**src/rtl/spike_enc_pkg.sv**
```systemverilog
// Shared definitions for the spike rate encoder: run states, rate width and
// the LFSR constants used by the stochastic build (SPIKE_ENC_STOCHASTIC_EN).
package spike_enc_pkg;

  localparam int RATE_W = 8;

  localparam logic [15:0] LFSR_SEED = 16'hACE1;
  localparam logic [15:0] LFSR_TAPS = 16'hB400;

  typedef enum logic [1:0] {
    ST_IDLE = 2'd0,
    ST_RUN  = 2'd1,
    ST_DONE = 2'd2
  } enc_state_t;

  // One step of the right-shifting Galois LFSR.
  function automatic logic [15:0] lfsr_next(input logic [15:0] cur);
    return (cur >> 1) ^ (cur[0] ? LFSR_TAPS : 16'h0000);
  endfunction

  // Rotate left by amt (mod 16); gives each channel its own view of the LFSR.
  function automatic logic [15:0] rotl16(input logic [15:0] val, input int unsigned amt);
    int unsigned sh;
    sh = amt % 16;
    if (sh == 0) return val;
    return (val << sh) | (val >> (16 - sh));
  endfunction

endpackage

```
**src/rtl/spike_phase_acc.sv**
```systemverilog
// One channel of the spike rate encoder.
// Default build: 8-bit phase accumulator whose carry-out is the spike bit.
// With SPIKE_ENC_STOCHASTIC_EN: stateless comparator of a random byte against
// the rate.
module spike_phase_acc
  import spike_enc_pkg::*;
(
`ifdef SPIKE_ENC_STOCHASTIC_EN
  input  logic [RATE_W-1:0] rate,
  input  logic [7:0]        rnd_byte,
  output logic              spike
`else
  input  logic              clk,
  input  logic              rst_n,
  input  logic [RATE_W-1:0] rate,
  input  logic              tick_en,
  input  logic              clear,
  output logic              spike
`endif
);

`ifdef SPIKE_ENC_STOCHASTIC_EN

  assign spike = (rnd_byte < rate);

`else

  logic [RATE_W-1:0] acc_q;
  logic [RATE_W:0]   sum;

  // The carry of acc + rate is the spike; the low byte is the new phase.
  assign sum   = {1'b0, acc_q} + {1'b0, rate};
  assign spike = sum[RATE_W];

  // Phase register: cleared on a new run, advanced only on ticks.
  always_ff @(posedge clk or negedge rst_n) begin
    if (!rst_n) begin
      acc_q <= '0;
    end else if (clear) begin
      acc_q <= '0;
    end else if (tick_en) begin
      acc_q <= sum[RATE_W-1:0];
    end
  end

`endif

endmodule

```
**src/rtl/spike_rate_encoder.sv**
```systemverilog
// Rate-codes per-channel 8-bit intensities into parallel spike trains.
// Holds the run FSM, tick prescaler, tick counter, rate registers and the
// registered tick/spike outputs; one spike_phase_acc per channel.
// Optional feature macro: SPIKE_ENC_STOCHASTIC_EN (LFSR-based spike source).
module spike_rate_encoder
  import spike_enc_pkg::*;
#(
  parameter int CHANNELS   = 8,
  parameter int PRESCALE_W = 8,
  parameter int AW         = $clog2(CHANNELS)
) (
  input  logic                  clk,
  input  logic                  rst_n,
  input  logic                  ena,
  input  logic                  wr_en,
  input  logic [AW-1:0]         wr_addr,
  input  logic [RATE_W-1:0]     wr_data,
  input  logic [PRESCALE_W-1:0] prescale,
  input  logic [7:0]            window,
  input  logic                  start,
  output logic                  busy,
  output logic                  done,
  output logic                  tick,
  output logic [CHANNELS-1:0]   spikes
);

  enc_state_t state_q, state_d;

  logic [PRESCALE_W-1:0] prescale_q;
  logic [PRESCALE_W-1:0] presc_cnt;
  logic [7:0]            window_q;
  logic [7:0]            tick_cnt;
  logic [RATE_W-1:0]     rate_q [CHANNELS];

  logic                  tick_q;
  logic [CHANNELS-1:0]   spikes_q;
  logic [CHANNELS-1:0]   spike_bits;

  logic start_acc;
  logic fire;
  logic last_tick;

  // A start is only honoured outside RUN; a tick fires when the prescaler
  // reaches its latched period. Window 0 wraps to 255 and so means 256 ticks.
  assign start_acc = start && (state_q != ST_RUN);
  assign fire      = (state_q == ST_RUN) && ena && (presc_cnt == prescale_q);
  assign last_tick = fire && (tick_cnt == (window_q - 8'd1));

  // Run state register.
  always_ff @(posedge clk or negedge rst_n) begin
    if (!rst_n) begin
      state_q <= ST_IDLE;
    end else begin
      state_q <= state_d;
    end
  end

  // Next-state logic: IDLE/DONE start a run, RUN ends on the final tick.
  always_comb begin
    state_d = state_q;
    unique case (state_q)
      ST_IDLE: if (start_acc) state_d = ST_RUN;
      ST_RUN:  if (last_tick) state_d = ST_DONE;
      ST_DONE: if (start_acc) state_d = ST_RUN;
      default: state_d = ST_IDLE;
    endcase
  end

  // Latched run parameters, prescaler and tick counter; all hold while ena=0.
  always_ff @(posedge clk or negedge rst_n) begin
    if (!rst_n) begin
      prescale_q <= '0;
      window_q   <= '0;
      presc_cnt  <= '0;
      tick_cnt   <= '0;
    end else if (start_acc) begin
      prescale_q <= prescale;
      window_q   <= window;
      presc_cnt  <= '0;
      tick_cnt   <= '0;
    end else if (fire) begin
      presc_cnt  <= '0;
      tick_cnt   <= tick_cnt + 8'd1;
    end else if ((state_q == ST_RUN) && ena) begin
      presc_cnt  <= presc_cnt + PRESCALE_W'(1);
    end
  end

  // Rate register file; writable in any state, a write landing on a tick edge
  // only affects later ticks because the tick samples the current contents.
  always_ff @(posedge clk or negedge rst_n) begin
    if (!rst_n) begin
      for (int c = 0; c < CHANNELS; c++) rate_q[c] <= '0;
    end else if (wr_en) begin
      rate_q[wr_addr] <= wr_data;
    end
  end

  // Registered outputs: tick and spikes are high for exactly the cycle after
  // a tick edge and zero at every other time.
  always_ff @(posedge clk or negedge rst_n) begin
    if (!rst_n) begin
      tick_q   <= 1'b0;
      spikes_q <= '0;
    end else begin
      tick_q   <= fire;
      spikes_q <= fire ? spike_bits : '0;
    end
  end

`ifdef SPIKE_ENC_STOCHASTIC_EN

  logic [15:0] lfsr_q;

  // Shared random source: reseeded per run, stepped after each tick samples it.
  always_ff @(posedge clk or negedge rst_n) begin
    if (!rst_n) begin
      lfsr_q <= LFSR_SEED;
    end else if (start_acc) begin
      lfsr_q <= LFSR_SEED;
    end else if (fire) begin
      lfsr_q <= lfsr_next(lfsr_q);
    end
  end

  for (genvar c = 0; c < CHANNELS; c++) begin : g_chan
    logic [15:0] rot;
    assign rot = rotl16(lfsr_q, c);
    spike_phase_acc u_acc (
      .rate     (rate_q[c]),
      .rnd_byte (rot[7:0]),
      .spike    (spike_bits[c])
    );
  end

`else

  for (genvar c = 0; c < CHANNELS; c++) begin : g_chan
    spike_phase_acc u_acc (
      .clk     (clk),
      .rst_n   (rst_n),
      .rate    (rate_q[c]),
      .tick_en (fire),
      .clear   (start_acc),
      .spike   (spike_bits[c])
    );
  end

`endif

  assign busy   = (state_q == ST_RUN);
  assign done   = (state_q == ST_DONE);
  assign tick   = tick_q;
  assign spikes = spikes_q;

endmodule

```
**config.mk**
```make
export PLATFORM = sky130hd
export DESIGN_NAME = spike_rate_encoder
export DESIGN_NICKNAME = d
export VERILOG_FILES = /design/src/rtl/spike_enc_pkg.sv /design/src/rtl/spike_phase_acc.sv /design/src/rtl/spike_rate_encoder.sv
export SDC_FILE = /design/constraint.sdc
export NUM_CORES = 1
export LEC_CHECK = 0
export BUFFER_PORTS_ARGS = -buffer_cell sky130_fd_sc_hd__buf_2
export CAP_MARGIN = 30
export CELL_PAD_IN_SITES_DETAIL_PLACEMENT = 1
export CELL_PAD_IN_SITES_GLOBAL_PLACEMENT = 2
export CORE_ASPECT_RATIO = 0.7
export CORE_UTILIZATION = 45
export CTS_BUF_LIST = sky130_fd_sc_hd__clkbuf_8
export CTS_CLUSTER_DIAMETER = 80
export DETAILED_ROUTE_END_ITERATION = 8
export PLACE_DENSITY = 0.85
export SYNTH_ARGS = -nofsm -noshare
export SYNTH_HDL_FRONTEND = slang
export SYNTH_SLANG_ARGS = --single-unit
```
**constraint.sdc**
```tcl
create_clock -name clk -period 3 [get_ports clk]
set_input_delay 0.75 -clock clk [delete_from_list [all_inputs] [get_ports clk]]
set_output_delay 0.75 -clock clk [all_outputs]
set_load 0.02 [all_outputs]
```
==> key figures <==
Worst hold path
  – Min-delay worst type: input pin to async pin

Status
  – Status: finished clean

Clock tree
  – Hold-fix buffers, CTS: 0
  – Register clock-pin slew on the reported worst setup and hold paths: 0.09 ns
  – CTS Sinks: 171
  – Htree depth: 4
  – Post-CTS Setup Bufs: 0
  – Later-pin clock latency in the skew report: 0.47 ns
  – Root buffer cell: clkbuf_8
  – TritonCTS clock tree: done
  – Clock tree buffer depth: 2
  – Num CTS Buffers: 17
  – Post_cts resized: 0

Placement
  – Routability congestion estimate from global placement: 0.8594
  – Buffers added on ports: 42
  – HPWL after DPL: between 15000 and 20000 um
  – Setup Slack @ Placement: 0.7138 ns

Logic synthesis
  – Synth top area share: 46.77%
  – Yosys warning total: 0
  – Synth async-reset ratio: 100.0%
  – Most used DFF post-synth: dfrtp_1
  – Synthesized flop and latch total: 171
  – Synth Instances: between 800 and 900
  – Syn Nets: 1005
  – Post-synth EDFFs: 0
  – Post-synth cell types: 40
  – Largest cells by area after synthesis: dfrtp_1, ha_1, mux2_2, xor2_1, o21ai_0
  – Syn_area_per_cell: 10.19 um^2
  – Largest area contributor in the netlist: dfrtp_1
  – Post-Syn Area: around 9100 um^2
  – Seq/Total Area, Yosys: around 47%

Critical path
  – CP max FO: 103
  – CP Cell Sequence: xor2_1, nor4_2, nand4_1, buf_12, nor4_4, xnor2_1, nor2_1
  – CP endpoint kind: flip-flop
  – Max stage delay on crit path: 0.43 ns
  – Critical R2R Launch: presc_cnt[5]
  – Critical path class: flip-flop to flip-flop
  – CP max-delay cell: dfrtp_1
  – Startpoint Class: flip-flop
  – R2R cell count: 7
  – Worst path required time: 3.36 ns
  – Reg2Reg Capture Point: tick_cnt[7]
  – Reg2reg setup slack: 0.85 ns
  – CP arrival: 2.50 ns

Floorplan
  – Die area: 20910 um^2
  – Core footprint: 19850 um^2
  – Rows: between 40 and 50
  – Initial Util: 46.08%
  – # IOs: 43
  – Die H: roughly 120 um
  – Die W: about 170 um

GRT
  – Pin count of the biggest net entering global routing: 104
  – Vias in the first global route: 7364
  – First-pass GRT wire length: slightly below 40000 um
  – GR Util All Layers: 24.13%
  – Initial antenna violation count: 1
  – Gr ovfl total: 0

Pwr
  – Clock power share: around a fifth
  – Reg power frac: between 30% and 40%
  – Int Pwr: 0.005486 W
  – Psw: around 0.0033 W
  – Pwr Density: 867.6 nW/um^2
  – Peak supply drop: 0.4428 mV
  – P_leak: 4.779 nW
  – Sw Share: 37.91%
  – Combinational power share: 39.6%

STA
  – Worst-margin pin slew: roughly 0.74 ns
  – RSZ-0062 raised after global routing: false
  – Final Max Slew Viols: 0
  – TNS Setup: 0 ns
  – Final Skew: 0.01293 ns
  – Final worst-path cycle share: 71.54%
  – Final hold vios: 0
  – Min Tclk post-route: 2.146 ns
  – Fmax: 465.9 MHz
  – PnR worst setup slack: about 0.85 ns
  – Relative slew margins: slightly above 50%
  – Hold Slack: 0.3123 ns
  – Final setup vio count: 0

Routing
  – Starting DRT DRC Count: about 380
  – Antenna Nets Post-Route: 0
  – DRC Markers: 0
  – Routed wire length: 22780 um
  – Drt pass-1 iters: 4
  – Via count: approximately 6700
  – Drt via density: roughly 5.5
  – WL/cell: 18.55 um

Run
  – Max-Cap Viols: 0

Final layout
  – Share of layout cells above drive strength 1: between 15 and 20%
  – Area grow syn2layout: 11.31%
  – NumNets Final: 1053
  – Inserted Diodes: 0
## cell usage in the layout, fill, tap and decap left out, types with 8 or more instances in the layout
cell type / netlist / routed
fa_1: 8 / 8
nand3_1: 64 / 64
o21ai_0: 82 / 82
mux2_2: 60 / 60
ha_1: 67 / 67
a21oi_1: 29 / 29
buf_2: 3 / 41
o41ai_1: 9 / 9
o31ai_1: 9 / 9
dfrtp_1: 171 / 171
a211oi_1: 15 / 15
xor2_1: 51 / 51
xnor2_1: 17 / 17
nand2_1: 97 / 96
nand2b_1: 10 / 10
clkbuf_8: 0 / 19
a21o_1: 8 / 8
nor3_1: 11 / 11
nor2_1: 68 / 67
o21a_1: 9 / 9
nor2b_1: 10 / 10
inv_1: 42 / 44
buf_4: 0 / 12
## critical path: cells and delay by family (launching register included)
family        cells  cell delay (ns)
xor+xnor          2             0.38
buf+inv           1             0.28
flops             1             0.43
simple gates      4             0.90
## kinds of logic after synthesis
logic type	count (synthesis)	share of synthesized area [%]
and+or+nand+nor	288	14.78
DFF	171	46.77
AOI/OAI and AO/OA	166	10.72
adders and majority gates	75	10.91
buffers and inverters	70	2.913
xor gates and xnor gates	68	6.510
muxes	60	7.385
## worst max-delay path by stage
stage	from	end	cells after the start
after floorplan	wr_addr[0]	rate_q[40]	4
after global placement	ena	tick_cnt[6]	8
after detailed placement	ena	tick_cnt[6]	8
after CTS	state_q[1]	busy	3
after global routing	g_chan[5].u_acc.acc_q[0]	spikes[5]	9
final	presc_cnt[5]	tick_cnt[7]	7
## area by class of cell
cell class	instances	area, um^2
clock buffers	19	261.5
multi-input cells	657	4608
fillers	2215	9669
inverters	42	157.7
well taps	270	337.8
flip-flops and latches	171	4279
clock inverters	12	172.7
repair buffers	57	366.6
## stage by stage
step | total power (W) | cell area, um^2 | util (%) | std cells
2_1_floorplan | 0.006089 | 9149 | - | 898
3_3_place_gp | 0.006753 | 9749 | 49.11 | 1197
3_5_place_dp | 0.007064 | 9749 | 49.11 | 1197
4_1_cts | 0.008919 | 10180 | 51.30 | 1228
5_1_grt | 0.009584 | 10180 | 51.30 | 1228
6_report | 0.008835 | 10180 | 51.30 | 1228
## registers in the layout, summed over array words and instances (netlist names)
name and cells:
rate_q 64, tick 1, state_q 2, spikes 8, presc_cnt 8, prescale_q 8
window_q 8, tick_cnt 8, g_chan.u_acc.acc_q 64
## Yosys cell counts, drive strengths merged, types with 2 or more instances
library cell / count
a211oi: 15
a21o: 8
a21oi: 29
buf: 8
clkbuf: 20
dfrtp: 171
fa: 8
ha: 67
inv: 42
mux2: 60
nand2: 97
nand2b: 10
nand3: 64
nand3b: 2
nand4: 7
nand4b: 4
nor2: 68
nor2b: 10
nor3: 13
nor3b: 3
nor4: 4
o21a: 9
o21ai: 82
o31a: 2
o31ai: 9
o41ai: 9
or3: 3
xnor2: 17
xor2: 51
## layer usage
metal | wire length, um | vias up | global-route usage, %
met3 | 586 | 5 | 5.088
met4 | 87 | 0 | 4.038
met1 | 10970 | 3421 | 32.84
met2 | 11130 | 64 | 40.02
li1 | - | 3217 | -
met5 | 0 | - | 0
## power by group through the flow
stage / registers [W] / logic, W / clock network [W]
2_1_floorplan: 0.00341 / 0.00268 / 0
4_1_cts: 0.00353 / 0.00353 / 0.00186
3_3_place_gp: 0.00351 / 0.00325 / 0
3_5_place_dp: 0.00357 / 0.00350 / 0
6_report: 0.00353 / 0.00350 / 0.00181
5_1_grt: 0.00363 / 0.00400 / 0.00195
Power figures use the tool's default switching activity.
